### src/rtl/surf_cmd_pkg.sv
// rtl/surf_cmd_pkg.sv - shared constants, state encoding and frame check for the SURF command receiver
//
// Purpose: command codes, frame geometry, FSM state type and the frame
// validity helper used by surf_cmd_receiver.
// Ports: none (package).

package surf_cmd_pkg;

  localparam int FRAME_BITS = 15;  // start + 12 data + parity + stop
  localparam int DATA_BITS  = 12;

  localparam logic [1:0] CMD_TRIG  = 2'b00;
  localparam logic [1:0] CMD_CLEAR = 2'b01;
  localparam logic [1:0] CMD_EVRST = 2'b10;

  typedef enum logic [1:0] {
    ST_IDLE   = 2'd0,
    ST_SHIFT  = 2'd1,
    ST_PARITY = 2'd2,
    ST_STOP   = 2'd3
  } state_t;

  // A frame is good when data plus parity carry an odd number of ones
  // and the stop bit is low.
  function automatic logic frame_ok(input logic [DATA_BITS-1:0] d,
                                    input logic                 p,
                                    input logic                 stop);
    return (^{d, p}) & ~stop;
  endfunction

endpackage

### src/rtl/cmd_sync.sv
// rtl/cmd_sync.sv - multi-flop synchronizer for the serial CMD line
//
// Purpose: brings the TURF command line into the CLK125 domain.
// Ports:
//   i_clk    - CLK125
//   i_rst_n  - synchronous active-low reset, clears every stage
//   i_d      - raw serial input
//   o_q      - synchronized output (last stage)

module cmd_sync #(
  parameter int SYNC_STAGES = 2
) (
  input  logic i_clk,
  input  logic i_rst_n,
  input  logic i_d,
  output logic o_q
);

  logic [SYNC_STAGES-1:0] r_sync;

  always_ff @(posedge i_clk) begin
    if (!i_rst_n) begin
      r_sync <= '0;
    end else begin
      r_sync <= {r_sync[SYNC_STAGES-2:0], i_d};
    end
  end

  assign o_q = r_sync[SYNC_STAGES-1];

endmodule

### src/rtl/surf_cmd_receiver.sv
// rtl/surf_cmd_receiver.sv - serial command frame receiver and decoder for the SURF
//
// Purpose: deframes 15-bit commands from the TURF, checks parity/stop,
// decodes trigger / clear / event-counter reset, tracks buffer holds
// and the local event counter.
// Ports:
//   CLK125       - only clock
//   RST_N        - synchronous active-low reset
//   CMD          - serial command line (idles low)
//   TRIG         - one-cycle strobe, valid trigger
//   TRIG_BUF     - buffer of last trigger (held)
//   TRIG_EVNUM   - event number of last trigger (held)
//   CLEAR        - one-cycle strobe, valid clear
//   EVRST        - one-cycle strobe, event-counter reset
//   HOLD         - per-buffer hold state
//   EV_MISMATCH  - strobe with TRIG when EVNUM differs from local count
//   HOLD_OVERLAP - strobe with TRIG when the buffer was already held
//   FRAME_ERR    - strobe on parity or stop-bit error
//   ERR_CNT      - saturating count of frame errors

module surf_cmd_receiver
  import surf_cmd_pkg::*;
#(
  parameter int SYNC_STAGES = 2
) (
  input  logic       CLK125,
  input  logic       RST_N,
  input  logic       CMD,
  output logic       TRIG,
  output logic [1:0] TRIG_BUF,
  output logic [7:0] TRIG_EVNUM,
  output logic       CLEAR,
  output logic       EVRST,
  output logic [3:0] HOLD,
  output logic       EV_MISMATCH,
  output logic       HOLD_OVERLAP,
  output logic       FRAME_ERR,
  output logic [7:0] ERR_CNT
);

  logic                 w_bit;
  state_t               r_state;
  state_t               w_state_next;
  logic                 w_shift_en;
  logic                 w_frame_done;
  logic [3:0]           r_bit_cnt;
  logic [DATA_BITS-1:0] r_shift;
  logic                 r_par;

  logic [1:0]           w_code;
  logic [1:0]           w_buf;
  logic [7:0]           w_evnum;

  logic                 r_trig;
  logic                 r_clear;
  logic                 r_evrst;
  logic                 r_mis;
  logic                 r_ovl;
  logic                 r_ferr;
  logic [1:0]           r_trig_buf;
  logic [7:0]           r_trig_evnum;
  logic [3:0]           r_hold;
  logic [7:0]           r_evcnt;
  logic [7:0]           r_err_cnt;

  cmd_sync #(
    .SYNC_STAGES (SYNC_STAGES)
  ) u_sync (
    .i_clk   (CLK125),
    .i_rst_n (RST_N),
    .i_d     (CMD),
    .o_q     (w_bit)
  );

  // FSM state register
  always_ff @(posedge CLK125) begin
    if (!RST_N) begin
      r_state <= ST_IDLE;
    end else begin
      r_state <= w_state_next;
    end
  end

  // FSM next state; IDLE treats any synced 1 as a start bit
  always_comb begin
    w_state_next = r_state;
    w_shift_en   = 1'b0;
    w_frame_done = 1'b0;
    case (r_state)
      ST_IDLE: begin
        if (w_bit) w_state_next = ST_SHIFT;
      end
      ST_SHIFT: begin
        w_shift_en = 1'b1;
        if (r_bit_cnt == 4'(DATA_BITS - 1)) w_state_next = ST_PARITY;
      end
      ST_PARITY: begin
        w_state_next = ST_STOP;
      end
      ST_STOP: begin
        w_frame_done = 1'b1;
        w_state_next = ST_IDLE;
      end
      default: begin
        w_state_next = ST_IDLE;
      end
    endcase
  end

  // Data bits arrive MSB first, so shift left
  always_ff @(posedge CLK125) begin
    if (!RST_N) begin
      r_bit_cnt <= '0;
      r_shift   <= '0;
      r_par     <= 1'b0;
    end else begin
      if (r_state == ST_IDLE) r_bit_cnt <= '0;
      if (w_shift_en) begin
        r_shift   <= {r_shift[DATA_BITS-2:0], w_bit};
        r_bit_cnt <= r_bit_cnt + 4'd1;
      end
      if (r_state == ST_PARITY) r_par <= w_bit;
    end
  end

  assign w_code  = r_shift[11:10];
  assign w_buf   = r_shift[9:8];
  assign w_evnum = r_shift[7:0];

  // Decode at the stop-bit sample; w_bit is the stop bit on that edge.
  // Strobes default low every cycle, and a frame completes at most once
  // per 15 cycles, so no strobe can stretch past one cycle.
  always_ff @(posedge CLK125) begin
    if (!RST_N) begin
      r_trig       <= 1'b0;
      r_clear      <= 1'b0;
      r_evrst      <= 1'b0;
      r_mis        <= 1'b0;
      r_ovl        <= 1'b0;
      r_ferr       <= 1'b0;
      r_trig_buf   <= '0;
      r_trig_evnum <= '0;
      r_hold       <= '0;
      r_evcnt      <= '0;
      r_err_cnt    <= '0;
    end else begin
      r_trig  <= 1'b0;
      r_clear <= 1'b0;
      r_evrst <= 1'b0;
      r_mis   <= 1'b0;
      r_ovl   <= 1'b0;
      r_ferr  <= 1'b0;
      if (w_frame_done) begin
        if (!frame_ok(r_shift, r_par, w_bit)) begin
          r_ferr <= 1'b1;
          if (r_err_cnt != 8'hFF) r_err_cnt <= r_err_cnt + 8'd1;
        end else begin
          case (w_code)
            CMD_TRIG: begin
              r_trig       <= 1'b1;
              r_trig_buf   <= w_buf;
              r_trig_evnum <= w_evnum;
              r_mis        <= (w_evnum != r_evcnt);
              r_evcnt      <= w_evnum + 8'd1;
              if (r_hold[w_buf]) r_ovl <= 1'b1;
              else               r_hold[w_buf] <= 1'b1;
            end
            CMD_CLEAR: begin
              r_clear       <= 1'b1;
              r_hold[w_buf] <= 1'b0;
            end
            CMD_EVRST: begin
              r_evrst <= 1'b1;
              r_evcnt <= 8'd0;
            end
            default: begin
              // reserved code: accepted silently
            end
          endcase
        end
      end
    end
  end

  assign TRIG         = r_trig;
  assign TRIG_BUF     = r_trig_buf;
  assign TRIG_EVNUM   = r_trig_evnum;
  assign CLEAR        = r_clear;
  assign EVRST        = r_evrst;
  assign HOLD         = r_hold;
  assign EV_MISMATCH  = r_mis;
  assign HOLD_OVERLAP = r_ovl;
  assign FRAME_ERR    = r_ferr;
  assign ERR_CNT      = r_err_cnt;

endmodule

### config.mk
export PLATFORM = sky130hd
export DESIGN_NAME = surf_cmd_receiver
export DESIGN_NICKNAME = d
export VERILOG_FILES = /design/src/rtl/surf_cmd_pkg.sv /design/src/rtl/cmd_sync.sv /design/src/rtl/surf_cmd_receiver.sv
export SDC_FILE = /design/constraint.sdc
export NUM_CORES = 1
export LEC_CHECK = 0
export BUFFER_PORTS_ARGS = -buffer_cell sky130_fd_sc_hd__buf_2
export CAP_MARGIN = 20
export CORE_MARGIN = 2
export CORE_UTILIZATION = 35
export DETAILED_ROUTE_END_ITERATION = 6
export MAX_ROUTING_LAYER = met4
export PLACE_DENSITY_LB_ADDON = 0.3
export SLEW_MARGIN = 40
export SYNTH_ARGS = -nofsm -noshare
export SYNTH_HDL_FRONTEND = slang
export SYNTH_SLANG_ARGS = --single-unit
### constraint.sdc
create_clock -name CLK125 -period 3.55 [get_ports CLK125]
set_clock_uncertainty 0.2 [all_clocks]
set_input_delay 0.355 -clock CLK125 [delete_from_list [all_inputs] [get_ports CLK125]]
set_output_delay 0.355 -clock CLK125 [all_outputs]
set_load 0.02 [all_outputs]
==> impl_metrics.sql, run 1 <==
INSERT INTO impl_metrics (metric_group, metric, value, unit) VALUES
('floorplanning', 'die_w', '91.1', 'um'),
('sta', 'timing.max_slew.rel_slack', '50.0', '%'),
('clocking', 'clk-insertion-delay-late', '0.34', 'ns'),
('critical_path', 'timing.setup.critical_path_class', 'flop to flop', ''),
('critical_path', 'r2r-start', 'r_shift[4]', ''),
('power_and_ir_drop', 'switching_share', '27.7', '%'),
('sta', 'timing_hold_violations_final', '0', ''),
('detailed_routing', 'num_vias', '2000', ''),
('global_route', 'largest_net_degree_at_the_start_of_global_routing', '26', ''),
('logic_synthesis', 'number_of_flip_flops_and_latches_in_the_synthesized_netlist', '57', ''),
('power_and_ir_drop', 'comb_power_share', '14.7', '%'),
('detailed_routing', 'drt_wl_total', '5.43', 'mm'),
('power_and_ir_drop', 'share_seq_of_total_power', '47.4', '%'),
('sta', 'report.final.setup_viol', '0', ''),
('global_route', 'grt_pass1_wl', '9.43', 'mm'),
('critical_path', 'startpoint', 'r_shift[4]', ''),
('critical_path', 'worst-r2r-cell-count', '7', ''),
('clocking', 'cts-htree-levels', '3', ''),
('global_route', 'grt_antenna_before_repair', '0', ''),
('clocking', 'cts_made_buffers', '9', ''),
('logic_synthesis', 'post_synth_inst_count', '288', ''),
('floorplanning', 'placementRows', '31', ''),
('power_and_ir_drop', 'power.density', '468', 'nW/um2'),
('power_and_ir_drop', 'worst_ir_drop_vdd', '243', 'uV'),
('critical_path', 'regToRegEndpoint', 'r_evcnt[2]', ''),
('floorplanning', 'die_height', '91.1', 'um'),
('critical_path', 'kind_of_start_point_of_the_critical_path', 'flop', ''),
('critical_path', 'worstPathArrival', '2.87', 'ns'),
('critical_path', 'crit_path_max_fanout', '13', ''),
('critical_path', 'end_point_of_the_critical_path', 'r_evcnt[2]', ''),
('critical_path', 'worstPathRequired', '3.61', 'ns'),
('run_status', 'outcome', 'complete, no violations', ''),
('clocking', 'clock_tree_from_tritoncts', 'built', ''),
('cells_and_area', 'post_layout_net_count', '326', ''),
('sta', 'finalSetupTns', '0', 'ns'),
('logic_synthesis', 'synth.yosys.seq_area_share', '43.0', '%'),
('clocking', 'cts_hold_buf', '0', ''),
('detailed_routing', 'route.detailed.drc', '0', ''),
('power_and_ir_drop', 'p_sw', '0.393', 'mW'),
('floorplanning', 'number_of_placed_i_o_pins', '31', ''),
('placed_design', 'io_buffers', '30', ''),
('detailed_routing', 'post_drt_via_cell_ratio', '4.81', ''),
('floorplanning', 'floorplan.die_area', '8290', 'um2'),
('sta', 'timing.final.max_slew_violations', '0', ''),
('logic_synthesis', 'synth.net_count', '302', ''),
('power_and_ir_drop', 'clock_power_share', '37.9', '%'),
('logic_synthesis', 'synthDistinctLibCells', '41', ''),
('sta', 'final.period_utilization', '79.2', '%'),
('clocking', 'cts_root_buf', 'sky130_fd_sc_hd__clkbuf_8', ''),
('sta', 'period_minus_slack', '2.81', 'ns'),
('clocking', 'postCtsResizedCells', '0', ''),
('cells_and_area', 'number_of_diodes_added_for_antenna_fixing', '0', ''),
('clocking', 'clk_pin_slew', '0.07', 'ns'),
('critical_path', 'end_kind', 'flop', ''),
('logic_synthesis', 'synth_area_per_cell', '9.21', 'um2'),
('placed_design', 'place_hpwl', '3.66', 'mm'),
('detailed_routing', 'dr.first_iter.drc_count', '78', ''),
('flow_run', 'max_cap_viol_count', '0', ''),
('logic_synthesis', 'synthesis.yosys.warnings', '0', ''),
('global_route', 'globalRouteTotalUtil', '14.6', '%'),
('floorplanning', 'coreArea', '7290', 'um2'),
('cells_and_area', 'post_route_cells_drive_above_1_share', '17.0', '%'),
('hold_path', 'worstHoldPathType', 'primary input to flop', ''),
('clocking', 'clock_path_buffers', '2', ''),
('placed_design', 'routabilityCongestion', '0.792', ''),
('sta', 'tightest_slew', '0.747', 'ns'),
('power_and_ir_drop', 'finalPower', '1.42', 'mW'),
('cells_and_area', 'fillerInstances', '771', ''),
('clocking', 'cts.sinks', '57', ''),
('clocking', 'cts_post_setup_buffers_inserted', '0', ''),
('detailed_routing', 'wire_per_inst', '13.1', 'um'),
('cells_and_area', 'synthToLayoutAreaGrowth', '14.2', '%'),
('global_route', 'number_of_global_route_vias_before_repair', '1971', ''),
('sta', 'setup_repair_after_global_routing_missed_its_margin', 'false', ''),
('power_and_ir_drop', 'intPower', '1.03', 'mW'),
('detailed_routing', 'drtPass1Iterations', '4', ''),
('sta', 'max_clock_freq', '356', 'MHz'),
('logic_synthesis', 'syn-cell-area', '2650', 'um2'),
('floorplanning', 'initial_core_util', '36.4', '%'),
('power_and_ir_drop', 'static-leakage-power', '1.23', 'nW'),
('detailed_routing', 'postRouteAntennaNets', '0', ''),
('critical_path', 'regToRegSetupSlack', '0.74', 'ns'),
('global_route', 'grt_remaining_overflow', '0', '');
power by group through the flow:
stage               combinational (mW)  sequential, mW  clock [mW]
floorplan                        0.172           0.683           0
global placement                 0.210           0.687           0
detailed placement               0.211           0.687           0
CTS                              0.211           0.673       0.552
global route                     0.235           0.676       0.584
finish                           0.209           0.673       0.538
synth_stat cells (all sizes together):
cell type | instances | area share [%]
o311ai | 1 | 0.33
nor4 | 5 | 1.2
nand3b | 2 | 0.57
and2 | 3 | 0.71
or3 | 5 | 1.2
dfxtp | 57 | 43
clkbuf | 11 | 1.6
nor3b | 3 | 0.85
o2111ai | 2 | 0.66
mux2i | 28 | 11
o211ai | 1 | 0.47
nor3 | 4 | 0.94
nor2b | 1 | 0.24
and4b | 1 | 0.38
a21oi | 13 | 2.5
a21o | 1 | 0.28
or2 | 2 | 0.47
nand4 | 3 | 0.71
a211oi | 2 | 0.57
xor2 | 13 | 4.3
xnor3 | 1 | 0.90
o21ai | 15 | 2.8
and3 | 1 | 0.24
inv | 8 | 1.1
nand2 | 19 | 2.7
a221oi | 1 | 0.33
buf | 9 | 1.9
nand3 | 12 | 2.3
ha | 11 | 5.2
or3b | 1 | 0.33
nor2 | 39 | 5.5
xnor2 | 12 | 5.0
o41ai | 1 | 0.33
routing by layer:
| metal | share of wire [%] | track usage [%] | vias up | wire [um] |
|---|---|---|---|---|
| met5 | 0 | - | - | 0 |
| met2 | 43 | 20.8 | 33 | 2350 |
| met3 | 3.0 | 3.24 | 15 | 165 |
| met1 | 50 | 18.7 | 923 | 2720 |
| li1 | - | - | 1029 | - |
| met4 | 3.6 | 9.34 | 0 | 195 |
sequential cells by signal, indices dropped and copies added, names as in the netlist, named ones only:
| name | cells |
|---|---|
| CLEAR | 1 |
| EVRST | 1 |
| EV_MISMATCH | 1 |
| u_sync.r_sync | 2 |
| TRIG_EVNUM | 8 |
| TRIG | 1 |
| r_shift | 12 |
| r_par | 1 |
| FRAME_ERR | 1 |
| r_evcnt | 8 |
| TRIG_BUF | 2 |
| HOLD_OVERLAP | 1 |
| r_state | 2 |
| ERR_CNT | 8 |
| r_bit_cnt | 4 |
cell type report:
| cell class | count | area (um2) | share of cell area (%) |
|---|---|---|---|
| clock buffers | 13 | 159 | 5.24 |
| clock inverters | 3 | 15.0 | 0.495 |
| inverters | 8 | 30.0 | 0.991 |
| multi-input cells | 203 | 1390 | 45.9 |
| flip-flops and latches | 57 | 1140 | 37.6 |
| well taps | 99 | 124 | 4.09 |
| repair buffers | 33 | 173 | 5.70 |
how the worst min path moves through the flow:
stage	start	endpoint	depth (start not counted)
3_5_place_dp	u_sync.r_sync[0]	u_sync.r_sync[1]	1
6_report	CMD	u_sync.r_sync[0]	2
4_1_cts	CMD	u_sync.r_sync[0]	2
5_1_grt	CMD	u_sync.r_sync[0]	2
3_3_place_gp	u_sync.r_sync[0]	u_sync.r_sync[1]	1
2_1_floorplan	u_sync.r_sync[0]	u_sync.r_sync[1]	1
stage by stage:
stage               hold slack, ns  area, um2  utilization (%)  std cells  worst slack (ns)
CTS                        0.00859       3030             41.6        416             0.745
detailed placement           0.226       2860             39.2        400             0.742
finish                      0.0208       3030             41.6        416             0.738
global route                0.0274       3030             41.6        416             0.505
floorplan                    0.212       2650                -        288              1.00
global placement             0.223       2860             39.2        400             0.844
kinds of logic after synthesis:
| logic type | after synthesis | synth area share (%) |
|---|---|---|
| AO/OA/AOI/OAI | 37 | 8.25 |
| XOR/XNOR | 26 | 10.1 |
| adder cells (fa/ha/maj) | 11 | 5.19 |
| buffers and inverters | 28 | 4.62 |
| flip-flops | 57 | 43.0 |
| multiplexers | 28 | 10.6 |
| AND/OR/NAND/NOR | 101 | 18.2 |
critical path, cell delays in order (launching register included):
cell                        delay (ns)
sky130_fd_sc_hd__dfxtp_1          0.47
sky130_fd_sc_hd__ha_1             0.29
sky130_fd_sc_hd__xnor2_1          0.21
sky130_fd_sc_hd__xnor3_2          0.42
sky130_fd_sc_hd__xnor2_4          0.20
sky130_fd_sc_hd__nor2_1           0.60
sky130_fd_sc_hd__o2111ai_1        0.23
sky130_fd_sc_hd__o21ai_0          0.11
layout by cell type (no fill, tap or decap), drive strengths merged:
cell / synthesis / layout
a21o: 1 / 1
nand3: 12 / 12
a211oi: 2 / 2
xnor3: 1 / 1
nand4: 3 / 3
o2111ai: 2 / 2
xor2: 13 / 13
mux2i: 28 / 28
or2: 2 / 2
and4b: 1 / 1
o21ai: 15 / 15
o41ai: 1 / 1
nor2b: 1 / 1
o311ai: 1 / 1
clkbuf: 11 / 13
ha: 11 / 11
o211ai: 1 / 1
buf: 9 / 33
nor3b: 3 / 3
or3: 5 / 5
nor3: 4 / 4
a221oi: 1 / 1
dfxtp: 57 / 57
nor2: 39 / 39
a21oi: 13 / 13
or3b: 1 / 1
inv: 8 / 8
xnor2: 12 / 12
and3: 1 / 1
nand3b: 2 / 2
nand2: 19 / 19
clkinv: 0 / 3
and2: 3 / 3
nor4: 5 / 5
(Power assumes the default switching activity.)
==> run 2, diff against run 1 <==
==> constraint.sdc (replaced) <==
create_clock -name CLK125 -period 2.6 [get_ports CLK125]
set_clock_uncertainty 0.2 [all_clocks]
set_input_delay 0.26 -clock CLK125 [delete_from_list [all_inputs] [get_ports CLK125]]
set_output_delay 0.26 -clock CLK125 [all_outputs]
set_load 0.02 [all_outputs]
==> run 2 against run 1 <==
Setup slack lost 0.72 ns. Total power up 51%. Routed wire length grew 1.8%. Largest cell class unchanged. Largest power group is now clock. Highest routed layer unchanged.
==> impl_metrics.sql, run 2 (synthesis results as in run 1) <==
INSERT INTO impl_metrics (metric_group, metric, value, unit) VALUES
('run_status', 'outcome', 'complete, no violations', ''),
('sta', 'report.final.setup_viol', '0', ''),
('global_route', 'grt_pass1_wl', '9.40', 'mm'),
('critical_path', 'worstPathRequired', '2.67', 'ns'),
('placed_design', 'placedInstanceArea', '2970', 'um2'),
('sta', 'max_clock_freq', '388', 'MHz'),
('cells_and_area', 'number_of_diodes_added_for_antenna_fixing', '0', ''),
('cells_and_area', 'post_layout_net_count', '344', ''),
('clocking', 'cts-htree-levels', '3', ''),
('floorplanning', 'coreArea', '7290', 'um2'),
('clocking', 'cts_made_buffers', '9', ''),
('global_route', 'largest_net_degree_at_the_start_of_global_routing', '28', ''),
('global_route', 'gr-max-usage-layer', 'met2', ''),
('placed_design', 'place_hpwl', '3.92', 'mm'),
('critical_path', 'critical-path-max-stage-delay', '0.41', 'ns'),
('detailed_routing', 'wire_per_inst', '12.7', 'um'),
('floorplanning', 'initial_core_util', '36.4', '%'),
('cells_and_area', 'max_flop_register', 'r_shift', ''),
('power_and_ir_drop', 'worst_ir_drop_vdd', '284', 'uV'),
('cells_and_area', 'synthToLayoutAreaGrowth', '21.7', '%'),
('clocking', 'clk-insertion-delay-late', '0.34', 'ns'),
('power_and_ir_drop', 'power.density', '663', 'nW/um2'),
('critical_path', 'startpoint', 'r_shift[3]', ''),
('clocking', 'cts_root_buf', 'sky130_fd_sc_hd__clkbuf_8', ''),
('critical_path', 'r2r-start', 'r_shift[3]', ''),
('cells_and_area', 'post_route_cells_drive_above_1_share', '21.8', '%'),
('hold_path', 'worstHoldPathType', 'primary input to flop', ''),
('sta', 'finalSetupTns', '0', 'ns'),
('floorplanning', 'floorplan.die_area', '8290', 'um2'),
('floorplanning', 'number_of_placed_i_o_pins', '31', ''),
('global_route', 'use_met3', '3.57', '%'),
('sta', 'tightest_slew', '0.546', 'ns'),
('global_route', 'globalRouteTotalUtil', '14.7', '%'),
('global_route', 'number_of_global_route_vias_before_repair', '1939', ''),
('power_and_ir_drop', 'finalPower', '2.14', 'mW'),
('clocking', 'cts.sinks', '57', ''),
('placed_design', 'detailedPlace.worstSlack', '-0.00597', 'ns'),
('sta', 'setup_repair_after_global_routing_missed_its_margin', 'true', ''),
('detailed_routing', 'post_drt_via_cell_ratio', '4.73', ''),
('critical_path', 'timing.setup.critical_path_class', 'flop to flop', ''),
('floorplanning', 'die_height', '91.1', 'um'),
('cells_and_area', 'final_cell_area', '3230', 'um2'),
('cells_and_area', 'largest_register_ffs', '12', ''),
('sta', 'timing.hold.ws', '0.178', 'ns'),
('detailed_routing', 'drtPass1Iterations', '4', ''),
('critical_path', 'worst-r2r-cell-count', '7', ''),
('global_route', 'grt_antenna_before_repair', '0', ''),
('power_and_ir_drop', 'static-leakage-power', '1.35', 'nW'),
('clocking', 'clk_pin_slew', '0.07', 'ns'),
('critical_path', 'worstPathArrival', '2.65', 'ns'),
('flow_run', 'max_cap_viol_count', '0', ''),
('detailed_routing', 'num_vias', '2054', ''),
('detailed_routing', 'route.detailed.drc', '0', ''),
('sta', 'period_minus_slack', '2.58', 'ns'),
('cells_and_area', 'layout_common_cells', 'sky130_fd_sc_hd__dfxtp_1, sky130_fd_sc_hd__nor2_1, sky130_fd_sc_hd__buf_2', ''),
('sta', 'timing_hold_violations_final', '0', ''),
('floorplanning', 'die_w', '91.1', 'um'),
('global_route', 'grt.met2_usage', '21.5', '%'),
('placed_design', 'routabilityCongestion', '0.830', ''),
('floorplanning', 'placementRows', '31', ''),
('critical_path', 'crit_path_max_fanout', '9', ''),
('detailed_routing', 'dr.first_iter.drc_count', '63', ''),
('critical_path', 'critical-path-slowest-cell', 'sky130_fd_sc_hd__xnor3_2', ''),
('detailed_routing', 'drt_wl_total', '5.53', 'mm'),
('sta', 'final.period_utilization', '99.3', '%'),
('sta', 'worst_setup_margin', '0.0194', 'ns'),
('detailed_routing', 'postRouteAntennaNets', '0', ''),
('critical_path', 'regToRegSetupSlack', '0.02', 'ns'),
('clocking', 'clock_path_buffers', '2', ''),
('global_route', 'grt_remaining_overflow', '0', ''),
('global_route', 'grt_util_met1', '19.0', '%'),
('clocking', 'clock_tree_from_tritoncts', 'built', ''),
('sta', 'timing.final.max_slew_violations', '0', ''),
('critical_path', 'kind_of_start_point_of_the_critical_path', 'flop', ''),
('placed_design', 'io_buffers', '30', ''),
('cells_and_area', 'mostFrequentLayoutCell', 'sky130_fd_sc_hd__dfxtp_1', ''),
('sta', 'timing.max_slew.rel_slack', '63.6', '%'),
('critical_path', 'end_kind', 'flop', ''),
('critical_path', 'worstPathCellList', 'ha_1 -> xnor2_1 -> xnor3_2 -> xnor2_4 -> or2_1 -> nor4_1 -> mux2i_1', '');
## run 2: layout make-up
class / count / area, um2
inverter: 8 / 30.0
tap: 99 / 124
clock inverter: 5 / 78.8
timing repair buffer: 51 / 310
multi-input combinational: 203 / 1400
fill: 743 / 4060
sequential: 57 / 1140
clock buffer: 11 / 141
## run 2: worst min path at each step
| stage | startpoint | to | slack (ns) | depth (start not counted) |
|---|---|---|---|---|
| 6_report | RST_N | CLEAR | 0.18 | 4 |
| 5_1_grt | RST_N | CLEAR | 0.19 | 4 |
| 4_1_cts | RST_N | CLEAR | 0.17 | 4 |
| 3_5_place_dp | u_sync.r_sync[0] | u_sync.r_sync[1] | 0.22 | 1 |
| 3_3_place_gp | u_sync.r_sync[0] | u_sync.r_sync[1] | 0.22 | 1 |
| 2_1_floorplan | CMD | u_sync.r_sync[0] | 0.19 | 1 |
## run 2: timing repair
item	in CTS	in global routing
pin swaps	0	1
setup endpoints to repair	1	27
resized for setup	0	3
hold endpoints to repair	1	0
buffers inserted	0	2
hold buffers	1	0
## run 2: per-layer routing
metal,share of wire (%),up-vias
met5,0,-
met4,1.8,0
met3,2.9,11
met2,44,33
met1,51,937
li1,-,1073
## run 2: report_power, final
part | internal (mW) | total (mW) | switching, mW
Sequential | 0.895 | 0.916 | 0.0210
Combinational | 0.123 | 0.306 | 0.183
Clock | 0.564 | 0.920 | 0.356
Total | 1.58 | 2.14 | 0.560
## run 2: per-stage QoR
step | cells | util (%)
final | 434 | 44.3
after global placement | 415 | 40.7
after floorplan | 288 | -
after global routing | 434 | 44.3
after detailed placement | 415 | 40.7
after CTS | 432 | 43.9
## run 2: critical path: cells and delay by family (launching register included)
kind	cells	cell delay [ns]
xor+xnor	3	0.80
fa+ha+maj	1	0.30
flops	1	0.31
mux	1	0.21
simple gates	2	0.70
